--- config.mk ---
export PLATFORM = sky130hd
export DESIGN_NAME = alu_iter
export DESIGN_NICKNAME = d
export VERILOG_FILES = /design/src/rtl/alu_iter.sv
export SDC_FILE = /design/constraint.sdc
export NUM_CORES = 1
export LEC_CHECK = 0
export ABC_AREA = 1
export BUFFER_PORTS_ARGS = -buffer_cell sky130_fd_sc_hd__buf_4
export CAP_MARGIN = 25
export CORE_UTILIZATION = 55
export CTS_BUF_LIST = sky130_fd_sc_hd__clkbuf_8 sky130_fd_sc_hd__clkbuf_16
export DETAILED_ROUTE_END_ITERATION = 8
export PLACE_DENSITY = 0.75
export SYNTH_ARGS = -nofsm -noshare
export SYNTH_HDL_FRONTEND = slang
export SYNTH_SLANG_ARGS = --single-unit
--- constraint.sdc ---
create_clock -name clk -period 2.6 [get_ports clk]
set_input_delay 0.39 -clock clk [delete_from_list [all_inputs] [get_ports clk]]
set_output_delay 0.39 -clock clk [all_outputs]
set_load 0.01 [all_outputs]
--- src/rtl/alu_iter.sv ---
// alu_iter: valid/ready ALU responder, single-cycle add/sub/and/or, bit-serial srl/sra
module alu_iter #(
  parameter int WIDTH = 32
) (
  input  logic             clk,
  input  logic             reset,
  input  logic             in_valid,
  output logic             in_ready,
  input  logic [WIDTH-1:0] A,
  input  logic [WIDTH-1:0] B,
  input  logic [2:0]       ALUOp,
  output logic             out_valid,
  input  logic             out_ready,
  output logic [WIDTH-1:0] C
);
  localparam int CW = $clog2(WIDTH) + 1;
  typedef enum logic [1:0] {IDLE, SHIFT, DONE} state_t;
  state_t           state_q;
  logic [2:0]       op_q;
  logic [WIDTH-1:0] acc_q, c_q, alu_d, shr_d;
  logic [CW-1:0]    cnt_q, n_d;
  logic             out_valid_q;
  // single-cycle result, saturated shift count (any B bit at or above WIDTH saturates), one-bit shift step
  always_comb begin
    alu_d = ALUOp == 3'd0 ? A + B :
            ALUOp == 3'd1 ? A - B :
            ALUOp == 3'd2 ? A & B :
            ALUOp == 3'd3 ? A | B : '0;
    n_d   = |B[WIDTH-1:CW-1] ? CW'(WIDTH) : {1'b0, B[CW-2:0]};
    shr_d = {op_q == 3'd5 ? acc_q[WIDTH-1] : 1'b0, acc_q[WIDTH-1:1]};
  end
  // request/shift/response FSM; C and out_valid are registered and held until the handshake
  always_ff @(posedge clk or posedge reset) begin
    if (reset) begin
      state_q     <= IDLE;
      op_q        <= '0;
      acc_q       <= '0;
      cnt_q       <= '0;
      c_q         <= '0;
      out_valid_q <= 1'b0;
    end else begin
      case (state_q)
        IDLE: if (in_valid) begin
          op_q <= ALUOp;
          if (ALUOp[2:1] == 2'b10) begin
            acc_q <= A;
            cnt_q <= n_d;
            if (n_d == '0) begin
              c_q         <= A;
              out_valid_q <= 1'b1;
              state_q     <= DONE;
            end else begin
              state_q <= SHIFT;
            end
          end else begin
            c_q         <= alu_d;
            out_valid_q <= 1'b1;
            state_q     <= DONE;
          end
        end
        SHIFT: begin
          acc_q <= shr_d;
          cnt_q <= cnt_q - 1'b1;
          if (cnt_q == CW'(1)) begin
            c_q         <= shr_d;
            out_valid_q <= 1'b1;
            state_q     <= DONE;
          end
        end
        DONE: if (out_ready) begin
          out_valid_q <= 1'b0;
          state_q     <= IDLE;
        end
        default: state_q <= IDLE;
      endcase
    end
  end
  assign in_ready  = state_q == IDLE;
  assign out_valid = out_valid_q;
  assign C         = c_q;
endmodule

==> impl_metrics.yaml, run 1 <==
synth:
  seq_area_frac_synth_pct: 18.8
  syn_avg_cell_area_sq_um: 5.99
  synthDistinctLibCells: 50
  synth-edff-count: 0
  yosysWarnings: 0
  syn_nets: 1841
  ys_seq_elements: 75
  synth_area_sq_mm: 0.0100
  ys_async_sr_fraction_pct: 100
  synth_ff_type: "dfrtp_1"
  synth_cells: 1671
sta:
  maxSlewViolCount: 0
  max_freq_ghz: 0.413
  hold_viol_final: 0
  tightest_slew_ps: 748
  period_needed_ps: 2420
  skew_ps: 4.82
  timing.final.crit_share_pct: 93.2
  relSlewSlack_pct: 48.8
  setup_tns_ps: 0
  grt_setup_unrepaired: "false"
  fin_hold_ws_ps: 123
  finalSetupViolCount: 0
die:
  die_height_microns: 137
  die_w_microns: 137
  design.core.area_sq_mm: 0.0175
  rows: 48
  initial_core_util_pct: 57.0
  dieArea_sq_mm: 0.0187
  ios: 105
route:
  drt-initial-drc-count: 1464
  via_per_inst: 5.71
  num_vias: 11900
  ant_nets: 0
  route.detailed.drc: 0
  wl_microns: 39100
  first_pass_iters: 8
  drt-wirelength-per-cell_microns: 18.8
clocking:
  cts_root_buffer: "clkbuf_16"
  htreeDepth: 3
  postCtsHoldBufs: 0
  cts_tree: "done"
  post_cts_buffers: 0
  clk_latency_ps: 340
  cts_sinks: 75
  cts_buffers: 9
  clk_pin_slew_worst_paths_ps: 50
  ctsResizeCount: 0
  cts_buffer_depth: 2
finish:
  final_cells: 2077
  fin_nets: 2019
  syn_to_final_growth_pct: 19.2
  nFillCells: 1626
  fin_util_pct: 68.0
  layout_common_cells: "nand2_1, inv_1, buf_4"
  final_layout_size_suffix_gt1_share_pct: 18.1
  n_antenna_cell: 0
  mostFrequentLayoutCell: "nand2_1"
critical_path:
  worst-setup-path-type: "input port to flop"
  arrival_ps: 2630
  r2r_setup_slack_ps: 680
  worstPathMaxFanout: 9
  cp.required_ps: 2800
  endpoint_kind: "flop"
  critPathLaunchType: "input port"
power_and_ir_drop:
  p_per_area_mw_per_mm2: 672
  pwr-share-comb_pct: 57.1
  vdd_drop_max_v: 0.00129
  p_clk_share_pct: 15.1
  power.leakage_uw: 0.00661
  fin_total_pwr_uw: 8010
  p_sw_share_pct: 46.8
  power_frac_seq_pct: 27.8
  p_int_uw: 4260
  switching_power_uw: 3750
grt:
  grt-ovfl-total: 0
  grt_pass1_wl_microns: 58900
  track_usage_pct: 42.3
  antenna_found_initial: 1
  grt_max_degree: 68
  grt_pass1_vias: 10800
place:
  dpl.cell_count: 2063
  hpwl_microns: 31800
  place_congestion: 1.04
  port_buffers: 104
run_status:
  status: "finished clean"
hold_path:
  hold_path_class: "input port to asynchronous set/reset pin"
run:
  max_cap_viol_count: 0
## area by class of cell
class                      instances  area (sq um)  area share, %
tap                              225           282           2.36
clock inverter                     1          7.51         0.0630
inverter                         279          1050           8.78
multi-input combinational       1255          6680           56.0
timing repair buffer             229          1760           14.7
sequential                        75          1880           15.7
clock buffer                      13           280           2.35
## per-stage QoR
step / area, sq um / worst slack, ps
finish: 11900 / 178
floorplan: 10000 / 300
detailed placement: 11600 / -166
global route: 11900 / 32.1
CTS: 11900 / 174
global placement: 11600 / -80.8
## synthesized netlist by cell type (all sizes together) (2+ instances only)
cell type | count | area, sq um
o211ai | 2 | 15.0
nor2 | 210 | 858
xor2 | 15 | 131
a31oi | 29 | 181
nand3b | 2 | 15.0
inv | 279 | 1050
o22ai | 14 | 87.6
o21ai | 56 | 284
buf | 51 | 364
a21boi | 3 | 22.5
a2111oi | 2 | 17.5
a21oi | 133 | 744
clkbuf | 11 | 42.5
nor3 | 17 | 105
nand3 | 112 | 601
nand4 | 29 | 181
o21bai | 14 | 105
o221ai | 2 | 17.5
nand2 | 503 | 1930
dfrtp | 75 | 1880
fa | 2 | 40.0
ha | 97 | 1210
## final timing paths
check	from	to	cells after the start
max in group asynchronous	reset	acc_q[5]	3
min	reset	acc_q[25]	2
min reg2reg	out_valid	out_valid	2
max	B[17]	C[18]	14
min in group clk	ALUOp[1]	op_q[1]	2
max reg2reg	state_q[0]	C[31]	8
## flip-flops by register name, summed over array words and instances, names as in the netlist
register	count
acc_q	31
cnt_q	6
out_valid	1
op_q	3
C	32
state_q	2
## power groups by stage
stage / clock [uW] / sequential [uW] / combinational, uW
detailed placement: 0 / 2200 / 4420
global route: 1240 / 2290 / 5000
floorplan: 0 / 2210 / 2840
CTS: 1200 / 2200 / 4480
finish: 1210 / 2230 / 4570
global placement: 0 / 2160 / 4300
## per-layer routing
layer  vias to the layer above  track usage [%]  share of wire [%]  wire length, microns
met4                         2             11.1                2.3                   891
met1                      5450             60.9                 44                 17100
met2                       713             64.0                 42                 16300
li1                       5622                -                  -                     -
met5                         -                0              0.026                    10
met3                        72             8.04                 12                  4780
## worst max-delay path, stage by stage
cell and delay (ps):
buf_4 110, inv_1 60, ha_2 450, nand2_1 150, nor2_1 240, inv_1 80
nor2_2 180, nand4_1 190, nand3_1 140, nand2_1 50, nand3_1 60, nand3_1 80
o21ai_1 300, a21oi_1 120
## kinds of logic after synthesis
group	Yosys count	share of synthesized area [%]
adders and majority gates	99	12.5
and+or+nand+nor	877	37.3
DFF	75	18.8
AOI/OAI and AO/OA	262	15.4
xor gates and xnor gates	16	1.40
muxes	1	0.113
buffers and inverters	341	14.5
Note: power is estimated with default switching activity, not from simulation.
==> run 2, diff against run 1 <==
--- a/config.mk
+++ b/config.mk
@@ -6,12 +6,12 @@
 export NUM_CORES = 1
 export LEC_CHECK = 0
 export ABC_AREA = 1
-export BUFFER_PORTS_ARGS = -buffer_cell sky130_fd_sc_hd__buf_4
 export CAP_MARGIN = 25
 export CORE_UTILIZATION = 55
 export CTS_BUF_LIST = sky130_fd_sc_hd__clkbuf_8 sky130_fd_sc_hd__clkbuf_16
 export DETAILED_ROUTE_END_ITERATION = 8
-export PLACE_DENSITY = 0.75
+export DONT_BUFFER_PORTS = 1
+export PLACE_DENSITY = 0.7
 export SYNTH_ARGS = -nofsm -noshare
 export SYNTH_HDL_FRONTEND = slang
 export SYNTH_SLANG_ARGS = --single-unit
==> run 2 against run 1 <==
Global-route usage fell by 2.1 points; routed wire length decreased by 4.6%; die area did not move; count of clock-buffer cells in the layout decreased by 4; largest cell class unchanged; first-iteration DRC count shrank 21%; core utilization fell by 7.1 points; hold slack better by 54 ps; combinational power shrank 18%.
==> impl_metrics.yaml, run 2 (synthesis gave the netlist of run 1 again) <==
run_status:
  status: "finished clean"
power_and_ir_drop:
  vdd_drop_max_v: 0.00130
  p_per_area_mw_per_mm2: 682
  power_frac_seq_pct: 32.1
  pwr-share-comb_pct: 51.2
  switching_power_uw: 3580
  fin_total_pwr_uw: 7290
  power.leakage_uw: 0.00581
  p_int_uw: 3700
  p_clk_share_pct: 16.6
  p_sw_share_pct: 49.2
critical_path:
  crit_chain: "inv_1 -> ha_1 -> fa_1 -> inv_1 -> nand2_1 -> nand3_2 -> nand3_1 -> nand2_1 -> nor2_1 -> o21ai_0 -> nand3_1 -> o21ai_1 -> a21oi_2"
  critPathSlowestCell: "fa_1"
  critPathLaunchType: "input port"
  arrival_ps: 2540
  cp_top_family: "compound AO/OA/AOI/OAI gates"
  cp.required_ps: 2810
  path_buf_inv: 2
  max_stage_delay_ps: 410
  endpoint_kind: "flop"
  worstPathMaxFanout: 3
  worst-setup-path-type: "input port to flop"
die:
  die_w_microns: 137
  rows: 48
  initial_core_util_pct: 57.0
  design.core.area_sq_mm: 0.0175
  die_height_microns: 137
  ios: 105
  dieArea_sq_mm: 0.0187
finish:
  mostFrequentLayoutCell: "nand2_1"
  largest_register_ffs: 32
  fin_nets: 1853
  fin_util_pct: 60.9
  layout_common_cells: "nand2_1, inv_1, nor2_1"
  syn_to_final_growth_pct: 6.79
  final_layout_size_suffix_gt1_share_pct: 10.1
  n_antenna_cell: 0
route:
  first_pass_iters: 6
  via_per_inst: 5.78
  drt-initial-drc-count: 1163
  drt-wirelength-per-cell_microns: 19.5
  ant_nets: 0
  num_vias: 11100
  wl_microns: 37300
  route.detailed.drc: 0
clocking:
  postCtsHoldBufs: 1
  clk_latency_ps: 340
  clk_pin_slew_worst_paths_ps: 70
  ctsResizeCount: 0
  cts_tree: "done"
  post_cts_buffers: 0
  cts_sinks: 75
  cts_root_buffer: "clkbuf_16"
  htreeDepth: 3
  cts_buffers: 9
  cts_buffer_depth: 2
sta:
  setup_slack_ps: 276
  timing.final.crit_share_pct: 89.4
  tightest_slew_ps: 1040
  maxSlewViolCount: 0
  grt_setup_unrepaired: "false"
  fin_hold_ws_ps: 177
  period_needed_ps: 2320
  hold_viol_final: 0
  relSlewSlack_pct: 30.7
  max_freq_ghz: 0.430
  skew_ps: 11.3
  finalSetupViolCount: 0
hold_path:
  hold_path_class: "input port to flop"
grt:
  grt_pass1_wl_microns: 55800
  grt_max_degree: 70
  grt_pass1_vias: 10100
  grt-ovfl-total: 0
  track_usage_pct: 40.2
  antenna_found_initial: 0
place:
  dp_slack_ps: -9.99
  place_congestion: 1.00
  hpwl_microns: 30500
  port_buffers: 0
run:
  max_cap_viol_count: 0
-- run 2: path summary, 6_finish.rpt --
kind,slack (ps),to,startpoint,cells past startpoint
worst max-delay path,280,C[8],A[0],13
worst max register to register,300,acc_q[31],state_q[1],8
worst min-delay path,180,cnt_q[3],B[3],2
max in group asynchronous,1610,op_q[0],reset,3
worst min register to register,500,op_q[0],op_q[0],2
min in group asynchronous,400,C[27],reset,2
-- run 2: power groups by stage --
stage	logic, uW	registers (uW)	clock network (uW)
floorplan	2840	2210	0
global placement	3540	2320	0
detailed placement	3610	2350	0
CTS	3650	2340	1210
global route	4110	2430	1250
finish	3730	2340	1210
-- run 2: routing by layer --
metal	up-vias	global-route usage, %	share of wire [%]
met1	5090	57.7	44
met5	-	0	0
met3	41	10.0	13
li1	5300	-	-
met4	0	9.22	1.7
met2	627	59.7	41
-- run 2: per-stage QoR --
| stage | std cells | cell area [sq um] | setup TNS (ps) |
|---|---|---|---|
| 2_1_floorplan | 1671 | 10000 | 0 |
| 3_3_place_gp | 1896 | 10400 | 0 |
| 3_5_place_dp | 1896 | 10400 | -9.99 |
| 4_1_cts | 1913 | 10700 | 0 |
| 5_1_grt | 1913 | 10700 | 0 |
| 6_report | 1913 | 10700 | 0 |
-- run 2: cell type report --
cell class | count | area [sq um]
well taps | 225 | 282
multi-input cells | 1255 | 6670
flip-flops and latches | 75 | 1880
clock inverters | 7 | 65.1
clock buffers | 9 | 225
fillers | 1730 | 6850
inverters | 279 | 1050
repair buffers | 63 | 513
==> run 3, diff against run 2 <==
--- a/config.mk
+++ b/config.mk
@@ -8,7 +8,7 @@
 export ABC_AREA = 1
 export CAP_MARGIN = 25
 export CORE_UTILIZATION = 55
-export CTS_BUF_LIST = sky130_fd_sc_hd__clkbuf_8 sky130_fd_sc_hd__clkbuf_16
+export CTS_BUF_LIST = sky130_fd_sc_hd__clkbuf_8
 export DETAILED_ROUTE_END_ITERATION = 8
 export DONT_BUFFER_PORTS = 1
 export PLACE_DENSITY = 0.7
==> run 3 against run 2 <==
Routed wire length decreased by 0.99%; global-route usage decreased by 0.19 points; clock power decreased by 29%; final cell count unchanged; power decreased by 5.2%; cell area decreased by 0.95%; first-iteration DRC count increased by 19%; combinational power about the same; largest cell class unchanged; highest routed layer unchanged.
==> impl_metrics.yaml, run 3 (synthesis gave the netlist of run 1 again) <==
place:
  placement.cell_area_sq_mm: 0.0104
  port_buffers: 0
  place_congestion: 1.00
  hpwl_microns: 30500
sta:
  tightest_slew_ps: 1020
  maxSlewViolCount: 0
  setup_tns_ps: 0
  relSlewSlack_pct: 31.7
  period_needed_ps: 2310
  max_freq_ghz: 0.432
  skew_ps: 17.9
  finalSetupViolCount: 0
  hold_viol_final: 0
  fin_hold_ws_ps: 158
  grt_setup_unrepaired: "false"
  timing.final.crit_share_pct: 89.0
clocking:
  cts_tree: "done"
  clk_pin_slew_worst_paths_ps: 100
  cts_buffer_depth: 2
  cts_buffers: 9
  clk_latency_ps: 360
  cts_root_buffer: "clkbuf_8"
  cts_sinks: 75
  htreeDepth: 3
route:
  ant_nets: 0
  wl_microns: 36900
  via_per_inst: 5.83
  route.detailed.drc: 0
  drt-initial-drc-count: 1386
  drt-wirelength-per-cell_microns: 19.3
  first_pass_iters: 6
  num_vias: 11200
power_and_ir_drop:
  power_frac_seq_pct: 33.7
  p_per_area_mw_per_mm2: 653
  vdd_drop_max_v: 0.000993
  switching_power_uw: 3510
  p_clk_share_pct: 12.5
  p_sw_share_pct: 50.8
  p_int_uw: 3400
  pwr-share-comb_pct: 53.8
  power.leakage_uw: 0.00577
critical_path:
  r2r_setup_slack_ps: 390
  cp.required_ps: 2830
  worst-setup-path-type: "input port to flop"
  critPathLaunchType: "input port"
  endpoint_kind: "flop"
  worstPathMaxFanout: 3
  arrival_ps: 2540
  max_stage_delay_ps: 410
  crit_chain: "inv_1 -> ha_1 -> fa_1 -> inv_1 -> nand2_1 -> nand3_2 -> nand3_1 -> nand2_1 -> nor2_1 -> o21ai_0 -> nand3_1 -> o21ai_1 -> a21oi_2"
  critPathSlowestCell: "fa_1"
finish:
  n_antenna_cell: 0
  register_area_sq_mm: 0.00188
  syn_to_final_growth_pct: 5.78
  fin_nets: 1853
  fin_area_sq_mm: 0.0106
  fin_util_pct: 60.3
  largest_register_ffs: 32
  multi_input_area_sq_mm: 0.00667
  mostFrequentLayoutCell: "nand2_1"
  nFillCells: 1740
  layout_common_cells: "nand2_1, inv_1, nor2_1"
  final_layout_size_suffix_gt1_share_pct: 10.1
grt:
  antenna_found_initial: 0
  grt_pass1_vias: 9977
  track_usage_pct: 40.0
  grt-ovfl-total: 0
  grt_max_degree: 70
  grt_pass1_wl_microns: 55900
hold_path:
  hold_path_class: "input port to flop"
die:
  die_height_microns: 137
  dieArea_sq_mm: 0.0187
  design.core.area_sq_mm: 0.0175
  initial_core_util_pct: 57.0
  rows: 48
  die_w_microns: 137
  ios: 105
run:
  max_cap_viol_count: 0
run_status:
  status: "finished clean"
[run 3: cell counts in the layout (fill, tap and decap cells not counted)]
No cell type changed its count.
[run 3: power by group through the flow]
| stage | logic, uW | clock network (uW) | registers, uW |
|---|---|---|---|
| 3_3_place_gp | 3540 | 0 | 2320 |
| 3_5_place_dp | 3610 | 0 | 2350 |
| 2_1_floorplan | 2840 | 0 | 2210 |
| 5_1_grt | 4100 | 900 | 2420 |
| 6_report | 3720 | 862 | 2330 |
| 4_1_cts | 3640 | 864 | 2330 |
[run 3: cell type report]
class,instances,area share (%)
Multi-Input combinational cell,1255,63.1
Sequential cell,75,17.7
Inverter,279,9.91
Timing Repair Buffer,63,4.85
Tap cell,225,2.66
Clock buffer,9,1.17
Clock inverter,7,0.615
[run 3: final timing paths]
path                                 start    endpoint  cells after the start
worst max-delay path                  A[0]        C[8]                     13
worst min-delay path                  B[3]    cnt_q[3]                      2
worst max register to register  state_q[1]   acc_q[31]                      8
worst min register to register     op_q[0]     op_q[0]                      2
max in group asynchronous            reset  state_q[1]                      3
min in group asynchronous            reset       C[27]                      2
[run 3: metal layers]
layer,track usage [%],vias to the layer above,routed length [microns]
met5,0,-,0
met4,7.88,0,465
met3,7.22,34,4410
met2,59.6,636,15400
met1,59.5,5176,16700
li1,-,5305,-
[run 3: through the flow]
stage | instances | worst slack [ps] | total power [uW]
2_1_floorplan | 1671 | 300 | 5060
3_3_place_gp | 1896 | 22.9 | 5850
3_5_place_dp | 1896 | -9.99 | 5960
4_1_cts | 1913 | 353 | 6830
5_1_grt | 1913 | 124 | 7420
6_report | 1913 | 287 | 6910
[run 3: what timing repair did]
item                                    CTS  global route
hold buffers                              1             0
buffers inserted                          0             0
hold endpoints to repair                  6             0
resized for setup                         0             0
endpoints found under the setup margin    0             0
[run 3: worst max-delay path: cells and delay by family]
family / cells / cell delay [ps]
adders and majority gates: 2 / 680
buffers and inverters: 2 / 150
AOI/OAI and AO/OA: 3 / 740
and+or+nand+nor: 6 / 560
